==> src/rtl/seg_scan_pkg.sv <==
// Shared constants and FSM encoding for the seg_scan_ctrl multiplexed 7-segment scanner.
package seg_scan_pkg;

    localparam int DEF_N_DIGITS  = 4;
    localparam int DEF_PRESCALE  = 1000;
    localparam int DEF_LT_FRAMES = 2;

    // drv_7seg lights every segment while its lt input is low
    localparam logic LT_ACTIVE = 1'b0;
    localparam logic LT_IDLE   = 1'b1;

    typedef enum logic {
        ST_RUN   = 1'b0,
        ST_LTEST = 1'b1
    } scan_state_t;

endpackage

==> src/rtl/seg_prescaler.sv <==
// Free-running slot prescaler: counts 0..PRESCALE-1 and flags the last count as the slot tick.
module seg_prescaler #(
    parameter int PRESCALE = 1000
) (
    input  logic clk,
    input  logic rst_n,
    output logic tick
);

    localparam int CW = $clog2(PRESCALE);

    logic [CW-1:0] count_reg;

    assign tick = (count_reg == CW'(PRESCALE - 1));

    always_ff @(posedge clk or negedge rst_n) begin
        if (!rst_n) begin
            count_reg <= '0;
        end else if (tick) begin
            count_reg <= '0;
        end else begin
            count_reg <= count_reg + 1'b1;
        end
    end

endmodule

==> src/rtl/seg_scan_ctrl.sv <==
// Multiplexed 7-segment scan controller with shadow register, blanking and timed lamp test.
// Build option: define SEG_SCAN_DP_EN to carry the decimal point (bit 7) through the shadow.
module seg_scan_ctrl
    import seg_scan_pkg::*;
#(
    parameter int N_DIGITS  = DEF_N_DIGITS,
    parameter int PRESCALE  = DEF_PRESCALE,
    parameter int LT_FRAMES = DEF_LT_FRAMES
) (
    input  logic                  clk,
    input  logic                  rst_n,
    input  logic [8*N_DIGITS-1:0] digits,
    input  logic                  load,
    input  logic                  lt_req,
    input  logic                  blank,
    output logic [7:0]            seg,
    output logic                  lt,
    output logic [N_DIGITS-1:0]   an,
    output logic                  busy,
    output logic                  frame_tick
);

    localparam int IW = $clog2(N_DIGITS);
    localparam int FW = $clog2(LT_FRAMES + 1);
`ifdef SEG_SCAN_DP_EN
    localparam int SW = 8;
`else
    localparam int SW = 7;
`endif

    logic                slot_tick;
    logic [IW-1:0]       idx_reg;
    logic                frame_tick_reg;
    logic [SW-1:0]       digit_in [N_DIGITS];
    logic [SW-1:0]       shadow_reg [N_DIGITS];
    logic [7:0]          seg_reg, seg_next;
    logic [N_DIGITS-1:0] an_reg, an_next;
    scan_state_t         state_reg, state_next;
    logic [FW-1:0]       frames_reg, frames_next;
    logic                lt_reg, busy_reg;
    logic                unused_digits;

    seg_prescaler #(
        .PRESCALE (PRESCALE)
    ) u_prescaler (
        .clk   (clk),
        .rst_n (rst_n),
        .tick  (slot_tick)
    );

    genvar gi;
    generate
        for (gi = 0; gi < N_DIGITS; gi++) begin : g_digit
            assign digit_in[gi] = digits[8*gi +: SW];
        end
    endgenerate

    // Without the decimal point option the top bit of each digit is dropped on purpose
    assign unused_digits = ^digits;

    always_ff @(posedge clk or negedge rst_n) begin
        if (!rst_n) begin
            idx_reg        <= '0;
            frame_tick_reg <= 1'b0;
        end else begin
            frame_tick_reg <= slot_tick && (idx_reg == IW'(N_DIGITS - 1));
            if (slot_tick) begin
                idx_reg <= (idx_reg == IW'(N_DIGITS - 1)) ? '0 : idx_reg + 1'b1;
            end
        end
    end

    always_ff @(posedge clk or negedge rst_n) begin
        if (!rst_n) begin
            for (int i = 0; i < N_DIGITS; i++) begin
                shadow_reg[i] <= '0;
            end
        end else if (load) begin
            for (int i = 0; i < N_DIGITS; i++) begin
                shadow_reg[i] <= digit_in[i];
            end
        end
    end

    always_comb begin
        seg_next         = '0;
        seg_next[SW-1:0] = shadow_reg[idx_reg];
        an_next          = blank ? '0 : ({{(N_DIGITS-1){1'b0}}, 1'b1} << idx_reg);
    end

    // Lamp test counts only frame ticks seen while already in LTEST
    always_comb begin
        state_next  = state_reg;
        frames_next = frames_reg;
        case (state_reg)
            ST_RUN: begin
                if (lt_req) begin
                    state_next  = ST_LTEST;
                    frames_next = '0;
                end
            end
            ST_LTEST: begin
                if (frame_tick_reg) begin
                    if (frames_reg == FW'(LT_FRAMES - 1)) begin
                        state_next = ST_RUN;
                    end else begin
                        frames_next = frames_reg + 1'b1;
                    end
                end
            end
            default: state_next = ST_RUN;
        endcase
    end

    always_ff @(posedge clk or negedge rst_n) begin
        if (!rst_n) begin
            state_reg  <= ST_RUN;
            frames_reg <= '0;
            seg_reg    <= '0;
            an_reg     <= '0;
            lt_reg     <= LT_IDLE;
            busy_reg   <= 1'b0;
        end else begin
            state_reg  <= state_next;
            frames_reg <= frames_next;
            seg_reg    <= seg_next;
            an_reg     <= an_next;
            lt_reg     <= (state_next == ST_LTEST) ? LT_ACTIVE : LT_IDLE;
            busy_reg   <= (state_next == ST_LTEST);
        end
    end

    assign seg        = seg_reg;
    assign an         = an_reg;
    assign lt         = lt_reg;
    assign busy       = busy_reg;
    assign frame_tick = frame_tick_reg;

endmodule

==> config.mk <==
export PLATFORM = sky130hd
export DESIGN_NAME = seg_scan_ctrl
export DESIGN_NICKNAME = d
export VERILOG_FILES = /design/src/rtl/seg_scan_pkg.sv /design/src/rtl/seg_prescaler.sv /design/src/rtl/seg_scan_ctrl.sv
export SDC_FILE = /design/constraint.sdc
export NUM_CORES = 1
export LEC_CHECK = 0
export CAP_MARGIN = 15
export CORE_MARGIN = 1
export CORE_UTILIZATION = 45
export CTS_BUF_LIST = sky130_fd_sc_hd__clkbuf_2
export DETAILED_ROUTE_END_ITERATION = 10
export PLACE_DENSITY_LB_ADDON = 0.3
export SLEW_MARGIN = 0
export SYNTH_ARGS = -nofsm -noshare
export SYNTH_HDL_FRONTEND = slang
export SYNTH_SLANG_ARGS = --single-unit
==> constraint.sdc <==
create_clock -name clk -period 1.6 [get_ports clk]
set_input_delay 0.32 -clock clk [delete_from_list [all_inputs] [get_ports clk]]
set_output_delay 0.32 -clock clk [all_outputs]
set_load 0.05 [all_outputs]
==> summary.txt, run 1 <==
Yosys
  – Average cell area after synthesis: 14.7 sq um
  – Top flip-flop cell by instance count after synthesis: sky130_fd_sc_hd__dfrtp_1
  – Synth warnings: 0
  – Async SR Flop Fraction: 100%
  – Flip-flop and latch count after synthesis: 56
  – Number of enable-type register cells in the synthesized netlist: 0
  – Number of cells produced by synthesis: 161
  – Distinct cell type count of the synthesized netlist: 35
  – Syn nets: 204
  – Cell area after synthesis: 2360 sq um
  – Seq/Total Area, Yosys: 59.4%

Clock network
  – Clk sink count: 56
  – Later-pin clock latency in the skew report: 0.42 ns
  – Clock edge transition at the registers on the reported setup and hold paths: 0.23 ns
  – TritonCTS clock tree: built
  – Total CTS buffers: 5
  – Maximum buffer depth of the clock tree: 2
  – # H-tree levels: 2
  – Root buffer selected by CTS: sky130_fd_sc_hd__clkbuf_2

Drt
  – Average routed wire per standard cell: 15.1 um
  – Number of DRC markers after the initial detailed-route iteration: 52
  – First-pass iteration count of the detailed router: 4
  – DRC viols: 0
  – Average vias per placed instance: 5.24
  – Routed Antenna Nets: 0
  – Vias post-DR: 1,504
  – Routed wire length: 4320 um

Min path
  – Hold Path Class: input pin to asynchronous set/reset pin

Critical path
  – Worst path max stage delay: 0.50 ns
  – Worst endpoint required time: 1.92 ns
  – Series of cell instances along the critical path: ha_4, nand4_4, nor3_4, mux2_4
  – Setup crit end kind: register
  – Kind of critical path: register to register
  – Crit Path Max Fanout: 5
  – Arrival time at the worst endpoint: 1.85 ns
  – Slowest-stage cell, CP: sky130_fd_sc_hd__dfrtp_1
  – Launching element type of the critical path: register

Final layout
  – Filler-free cell count of the finished design: 287
  – Share of cells above drive strength 1: 34.1%
  – Number of flip-flops in the largest register: 28
  – Nets@finish: 260
  – Fillers: 398
  – Final Core Density: 59.4%
  – Synthesis-to-finish area growth: 27.5%
  – Number of antenna diodes: 0

Power and ir drop
  – Switch share: 24.8%
  – Cell Int Power: 1.79 mW
  – Leakage dissipation: 1.30 nW
  – Part of the power in combinational logic: 14.9%
  – Proportion of power drawn by the clock network: 19.9%
  – Switching component of the power: 0.592 mW
  – Sequential group share of total power: 65.2%
  – Power density over the cells: 792 nW/um^2
  – Max rail drop VDD: 0.455 mV

Timing
  – Worst hold margin: 0.342 ns
  – Post-route setup slack: 0.0752 ns
  – Setup repair after global routing missed its margin: no
  – Final count of pins violating max slew: 0
  – Final min period: 1.52 ns
  – Number of hold violations in the final report: 0
  – Final Cycle Share: 95.3%
  – Post-route setup TNS: 0 ns
  – Final number of setup-violating endpoints: 0
  – Clock skew: 0.0211 ns
  – Maximum clock frequency: 0.656 GHz

Die
  – Number of placement rows: 26
  – Ports: 52
  – Area of the die: 5540 sq um
  – Core region area: 5070 sq um
  – Initial standard-cell utilization of the core: 46.5%
  – Die height: 74.5 um
  – Horiz. Die Dim: 74.5 um

Placement
  – Routability cong.: 0.726
  – HPWL after detailed placement: 3210 um
  – Placement Setup Slack: 0.0664 ns
  – Count of buffers inserted at the top-level ports: 46
  – Placed cell count: 278

Global route
  – Antenna violations before repair: 0
  – Pin count of the biggest net entering global routing: 39
  – Via count of the first global-routing pass: 1,556
  – Global-route wire length before repair: 7290 um
  – Overall track demand over capacity in global routing: 17.9%
  – Overflow after GRT: 0

Flow run
  – Max-cap viol count: 0

Status
  – Status: completed
==> path summary, 6_finish.rpt <==
check / from / cells after the start / slack [ns] / end
worst max-delay path: u_prescaler.count_reg[0] / 4 / 0.08 / idx_reg[1]
worst min-delay path: rst_n / 2 / 0.34 / shadow_reg[2]
worst max register to register: u_prescaler.count_reg[0] / 4 / 0.08 / idx_reg[1]
worst min register to register: u_prescaler.count_reg[4] / 1 / 0.53 / u_prescaler.count_reg[4]
max in group asynchronous: rst_n / 3 / 0.72 / u_prescaler.count_reg[2]
min in group clk: digits[0] / 2 / 0.48 / shadow_reg[21]
==> worst max-delay path, delay by kind of cell, from the launching register on <==
kind | cells | cell delay (ns)
adders and majority gates | 1 | 0.18
muxes | 1 | 0.33
and+or+nand+nor | 2 | 0.42
DFF | 1 | 0.50
==> layout make-up <==
class	count	area [sq um]	share of cell area, %
sequential	56	1400	46.6
multi-input combinational	94	931	30.9
timing repair buffer	55	541	17.9
tap	70	87.6	2.91
clock buffer	5	25.0	0.831
inverter	5	18.8	0.623
clock inverter	2	7.51	0.249
==> timing repair <==
item,4_1_cts,5_1_grt
setup buffers,0,1
hold buffers,1,0
resized for setup,0,3
endpoints found under the setup margin,0,3
endpoints found under the hold margin,17,0
==> cell families (layout without fill, tap and decap cells) <==
group / after synthesis / after routing / synth area share [%]
DFF: 56 / 56 / 59.4
muxes: 39 / 39 / 22.2
and+or+nand+nor: 34 / 34 / 8.63
buffers and inverters: 11 / 67 / 2.12
AOI/OAI and AO/OA: 9 / 9 / 2.49
adders and majority gates: 6 / 6 / 3.18
xor gates and xnor gates: 5 / 5 / 1.85
other: 1 / 1 / 0.159
==> Yosys cell counts (3+ instances only) <==
master,instances,area share [%]
sky130_fd_sc_hd__buf_2,4,0.85
sky130_fd_sc_hd__dfrtp_1,55,58
sky130_fd_sc_hd__ha_1,6,3.2
sky130_fd_sc_hd__inv_1,5,0.79
sky130_fd_sc_hd__mux2_2,29,14
sky130_fd_sc_hd__mux4_2,7,6.7
sky130_fd_sc_hd__nand2_1,4,0.64
sky130_fd_sc_hd__nand3_1,8,1.7
sky130_fd_sc_hd__nor2_1,5,0.79
sky130_fd_sc_hd__nor2b_1,5,1.3
sky130_fd_sc_hd__o21ai_0,3,0.64
sky130_fd_sc_hd__xor2_1,4,1.5
==> layer usage <==
layer,routed length [um],GRT usage [%],vias up
met1,1760,22.0,779
met2,2280,30.7,45
met3,204,4.74,10
met4,82,6.29,0
met5,0,0,-
li1,-,-,670
==> cells in the final DEF (no fill, tap or decap), drive strengths merged, types with 3 or more instances in the layout <==
cell type	count
mux2	31
xor2	4
nor2	6
mux4	7
inv	5
dfrtp	55
clkbuf	5
buf	23
nand3	8
ha	6
nor2b	5
o21ai	3
nand2	4
clkdlybuf4s50	31
==> power by group through the flow <==
| stage | clock [mW] | sequential (mW) | combinational [mW] |
|---|---|---|---|
| CTS | 0.503 | 1.56 | 0.362 |
| global placement | 0 | 1.57 | 0.346 |
| detailed placement | 0 | 1.58 | 0.360 |
| floorplan | 0 | 1.64 | 0.128 |
| global route | 0.548 | 1.57 | 0.383 |
| finish | 0.474 | 1.56 | 0.356 |
==> stage by stage <==
step           power, mW  instance area [sq um]
2_1_floorplan       1.76                   2360
3_3_place_gp        1.92                   2940
3_5_place_dp        1.94                   2940
4_1_cts             2.42                   2980
5_1_grt             2.50                   3010
6_report            2.39                   3010
Power figures use the tool's default switching activity.
==> run 2, diff against run 1 <==
--- a/config.mk
+++ b/config.mk
@@ -5,11 +5,13 @@
 export SDC_FILE = /design/constraint.sdc
 export NUM_CORES = 1
 export LEC_CHECK = 0
+export ABC_CLOCK_PERIOD_IN_PS = 1600
 export CAP_MARGIN = 15
 export CORE_MARGIN = 1
 export CORE_UTILIZATION = 45
 export CTS_BUF_LIST = sky130_fd_sc_hd__clkbuf_2
 export DETAILED_ROUTE_END_ITERATION = 10
+export DONT_BUFFER_PORTS = 1
 export PLACE_DENSITY_LB_ADDON = 0.3
 export SLEW_MARGIN = 0
 export SYNTH_ARGS = -nofsm -noshare
==> summary.txt, run 2 (synthesized netlist as in run 1, its figures left out) <==
Status
  – Status: completed (unchanged)

Critical path
  – Slowest-stage cell, CP: sky130_fd_sc_hd__dfrtp_1 (unchanged)
  – Launching element type of the critical path: register (unchanged)
  – Setup crit end kind: register (unchanged)
  – Top cell family by delay on the critical path: simple AND/OR/NAND/NOR gates (was flip-flops)
  – Kind of critical path: register to register (unchanged)
  – Series of cell instances along the critical path: ha_1, nand4_2, nor3_4, mux2_4 (was ha_4, nand4_4, nor3_4, mux2_4)
  – Arrival time at the worst endpoint: 1.91 ns (was 1.85 ns)
  – Logic depth of the worst register-to-register path: 4 (unchanged)
  – Crit Path Max Fanout: 7 (was 5)
  – Worst R2R Start: u_prescaler.count_reg[0] (unchanged)
  – Reg2Reg Capture Point: idx_reg[0] (was idx_reg[1])
  – Worst endpoint required time: 1.97 ns (was 1.92 ns)
  – Register-to-Register Setup Slack: 0.06 ns (was 0.08 ns)
  – Crit path buf inv count: 0 (unchanged)
  – Worst path max stage delay: 0.47 ns (was 0.50 ns)

Timing
  – Setup repair after global routing missed its margin: no (unchanged)
  – Worst-case headroom to the max-slew limit: 47.0%
  – Final count of pins violating max slew: 0 (unchanged)
  – Actual slew at the worst max-slew pin: 0.792 ns
  – Clock skew: 0.0254 ns (was 0.0211 ns)
  – Maximum clock frequency: 0.649 GHz (was 0.656 GHz)
  – Post-route setup TNS: 0 ns (unchanged)
  – Final number of setup-violating endpoints: 0 (unchanged)
  – Final min period: 1.54 ns (was 1.52 ns)
  – Number of hold violations in the final report: 0 (unchanged)
  – Final Cycle Share: 96.3% (was 95.3%)

Final layout
  – Fillers: 414 (was 398)
  – Commonest non-fill, non-tap cell in the layout: sky130_fd_sc_hd__dfrtp_1 (unchanged)
  – Area of the multi-input gates: 910 sq um (was 931 sq um)
  – Leading cell types in the layout, fill and taps excluded: sky130_fd_sc_hd__dfrtp_1, sky130_fd_sc_hd__dlygate4sd3_1, sky130_fd_sc_hd__mux2_2 (was sky130_fd_sc_hd__dfrtp_1, sky130_fd_sc_hd__clkdlybuf4s50_1, sky130_fd_sc_hd__mux2_2)
  – Synthesis-to-finish area growth: 26.1% (was 27.5%)
  – Share of cells above drive strength 1: 28.6% (was 34.1%)
  – Number of antenna diodes: 0 (unchanged)
  – Footprint of the flip-flops and latches: 1400 sq um (about the same)
  – Nets@finish: 255 (was 260)
  – Number of flip-flops in the largest register: 28 (unchanged)

Die
  – Initial standard-cell utilization of the core: 46.5% (unchanged)
  – Core region area: 5070 sq um (unchanged)
  – Number of placement rows: 26 (unchanged)
  – Ports: 52 (unchanged)
  – Horiz. Die Dim: 74.5 um (unchanged)
  – Area of the die: 5540 sq um (unchanged)
  – Die height: 74.5 um (unchanged)

Global route
  – Pin count of the biggest net entering global routing: 57 (was 39)
  – Global-route wire length before repair: 7090 um (was 7290 um)
  – Overflow after GRT: 0 (unchanged)
  – Overall track demand over capacity in global routing: 17.1% (was 17.9%)
  – Via count of the first global-routing pass: 1,580 (was 1,556)
  – Antenna violations before repair: 0 (unchanged)

Min path
  – Hold Path Class: input pin to register (was input pin to asynchronous set/reset pin)
  – WHS Path Cells: 2
  – Hold_sp: lt_req
  – End of the worst hold path: frames_reg[1]

Drt
  – Vias post-DR: 1,464 (was 1,504)
  – Average vias per placed instance: 5.17 (was 5.24)
  – Routed Antenna Nets: 0 (unchanged)
  – First-pass iteration count of the detailed router: 4 (unchanged)
  – Number of DRC markers after the initial detailed-route iteration: 48 (was 52)
  – Average routed wire per standard cell: 15.3 um (was 15.1 um)
  – DRC viols: 0 (unchanged)
  – Routed wire length: 4320 um (about the same)

Placement
  – HPWL after detailed placement: 2750 um (was 3210 um)
  – Routability cong.: 0.717 (was 0.726)
  – Count of buffers inserted at the top-level ports: 0 (was 46)

Clock network
  – Maximum buffer depth of the clock tree: 2 (unchanged)
  – Clk sink count: 56 (unchanged)
  – TritonCTS clock tree: built (unchanged)
  – Root buffer selected by CTS: sky130_fd_sc_hd__clkbuf_2 (unchanged)
  – # H-tree levels: 2 (unchanged)
  – Later-pin clock latency in the skew report: 0.44 ns (was 0.42 ns)
  – Post CTS Setup Buffer Count: 0 (unchanged)
  – Clock edge transition at the registers on the reported setup and hold paths: 0.27 ns (was 0.23 ns)
  – Total CTS buffers: 5 (unchanged)

Flow run
  – Max-cap viol count: 0 (unchanged)

Power and ir drop
  – Leakage dissipation: 1.29 nW (was 1.30 nW)
  – Tot Pwr: 2.45 mW (was 2.39 mW)
  – Power density over the cells: 823 nW/um^2 (was 792 nW/um^2)
  – Max rail drop VDD: 0.496 mV (was 0.455 mV)
## run 2: changes by cell type in the layout (fill, tap and decap cells not counted), moves of 2 or more
cell / before / now
sky130_fd_sc_hd__dlygate4sd3_1: 1 / 43
sky130_fd_sc_hd__clkdlybuf4s50_1: 31 / 0
sky130_fd_sc_hd__buf_4: 18 / 5
sky130_fd_sc_hd__buf_12: 4 / 1
sky130_fd_sc_hd__clkbuf_2: 5 / 7
sky130_fd_sc_hd__clkinv_1: 2 / 0
## run 2: power by group
group / switching, mW / total, mW / internal [mW]
Combinational: 0.0879 / 0.273 / 0.185
Clock: 0.424 / 0.552 / 0.128
Sequential: 0.117 / 1.63 / 1.51
## run 2: per-layer routing
layer,wire length (um),part of all wire (%),global-route usage [%]
met4,44,1.0,6.08
met2,2400,56,30.6
met1,1680,39,19.4
met3,189,4.4,5.15
met5,0,0,0
## run 2: stage by stage
stage          area (sq um)  utilization, %  hold slack [ns]  setup slack, ns  cells
2_1_floorplan          2360               -           0.0244           0.0675    161
3_3_place_gp           2480            48.8           0.0256            0.104    231
3_5_place_dp           2480            48.8           0.0259           0.0706    231
4_1_cts                2920            57.5         0.000667           0.0522    277
5_1_grt                2980            58.7           0.0191          0.00746    283
6_report               2980            58.7           0.0701           0.0593    283
## run 2: how the worst max path moves through the flow
stage / from / endpoint / slack [ns] / cells after the start
2_1_floorplan: u_prescaler.count_reg[0] / idx_reg[0] / 0.07 / 4
3_3_place_gp: u_prescaler.count_reg[0] / idx_reg[0] / 0.10 / 4
3_5_place_dp: u_prescaler.count_reg[0] / idx_reg[0] / 0.07 / 4
4_1_cts: u_prescaler.count_reg[0] / idx_reg[0] / 0.05 / 4
5_1_grt: u_prescaler.count_reg[0] / idx_reg[1] / 0.007 / 4
6_report: u_prescaler.count_reg[0] / idx_reg[0] / 0.06 / 4
## run 2: worst reg2reg max path, cell delays in order (launching register included)
cell	delay [ns]
sky130_fd_sc_hd__dfrtp_1	0.47
sky130_fd_sc_hd__ha_1	0.21
sky130_fd_sc_hd__nand4_2	0.15
sky130_fd_sc_hd__nor3_4	0.33
sky130_fd_sc_hd__mux2_4	0.33
## run 2: timing repair
item                                   CTS  global route
endpoints found under the hold margin   86            17
gates resized for setup                  0             1
hold buffers                            38             6
setup endpoints to repair                0             1
## run 2: area by class of cell
cell class | instances | area share (%)
Sequential cell | 56 | 47.1
Multi-Input combinational cell | 94 | 30.5
Timing Repair Buffer | 50 | 17.3
Tap cell | 70 | 2.94
Clock buffer | 7 | 1.18
Inverter | 5 | 0.630
Clock inverter | 1 | 0.294
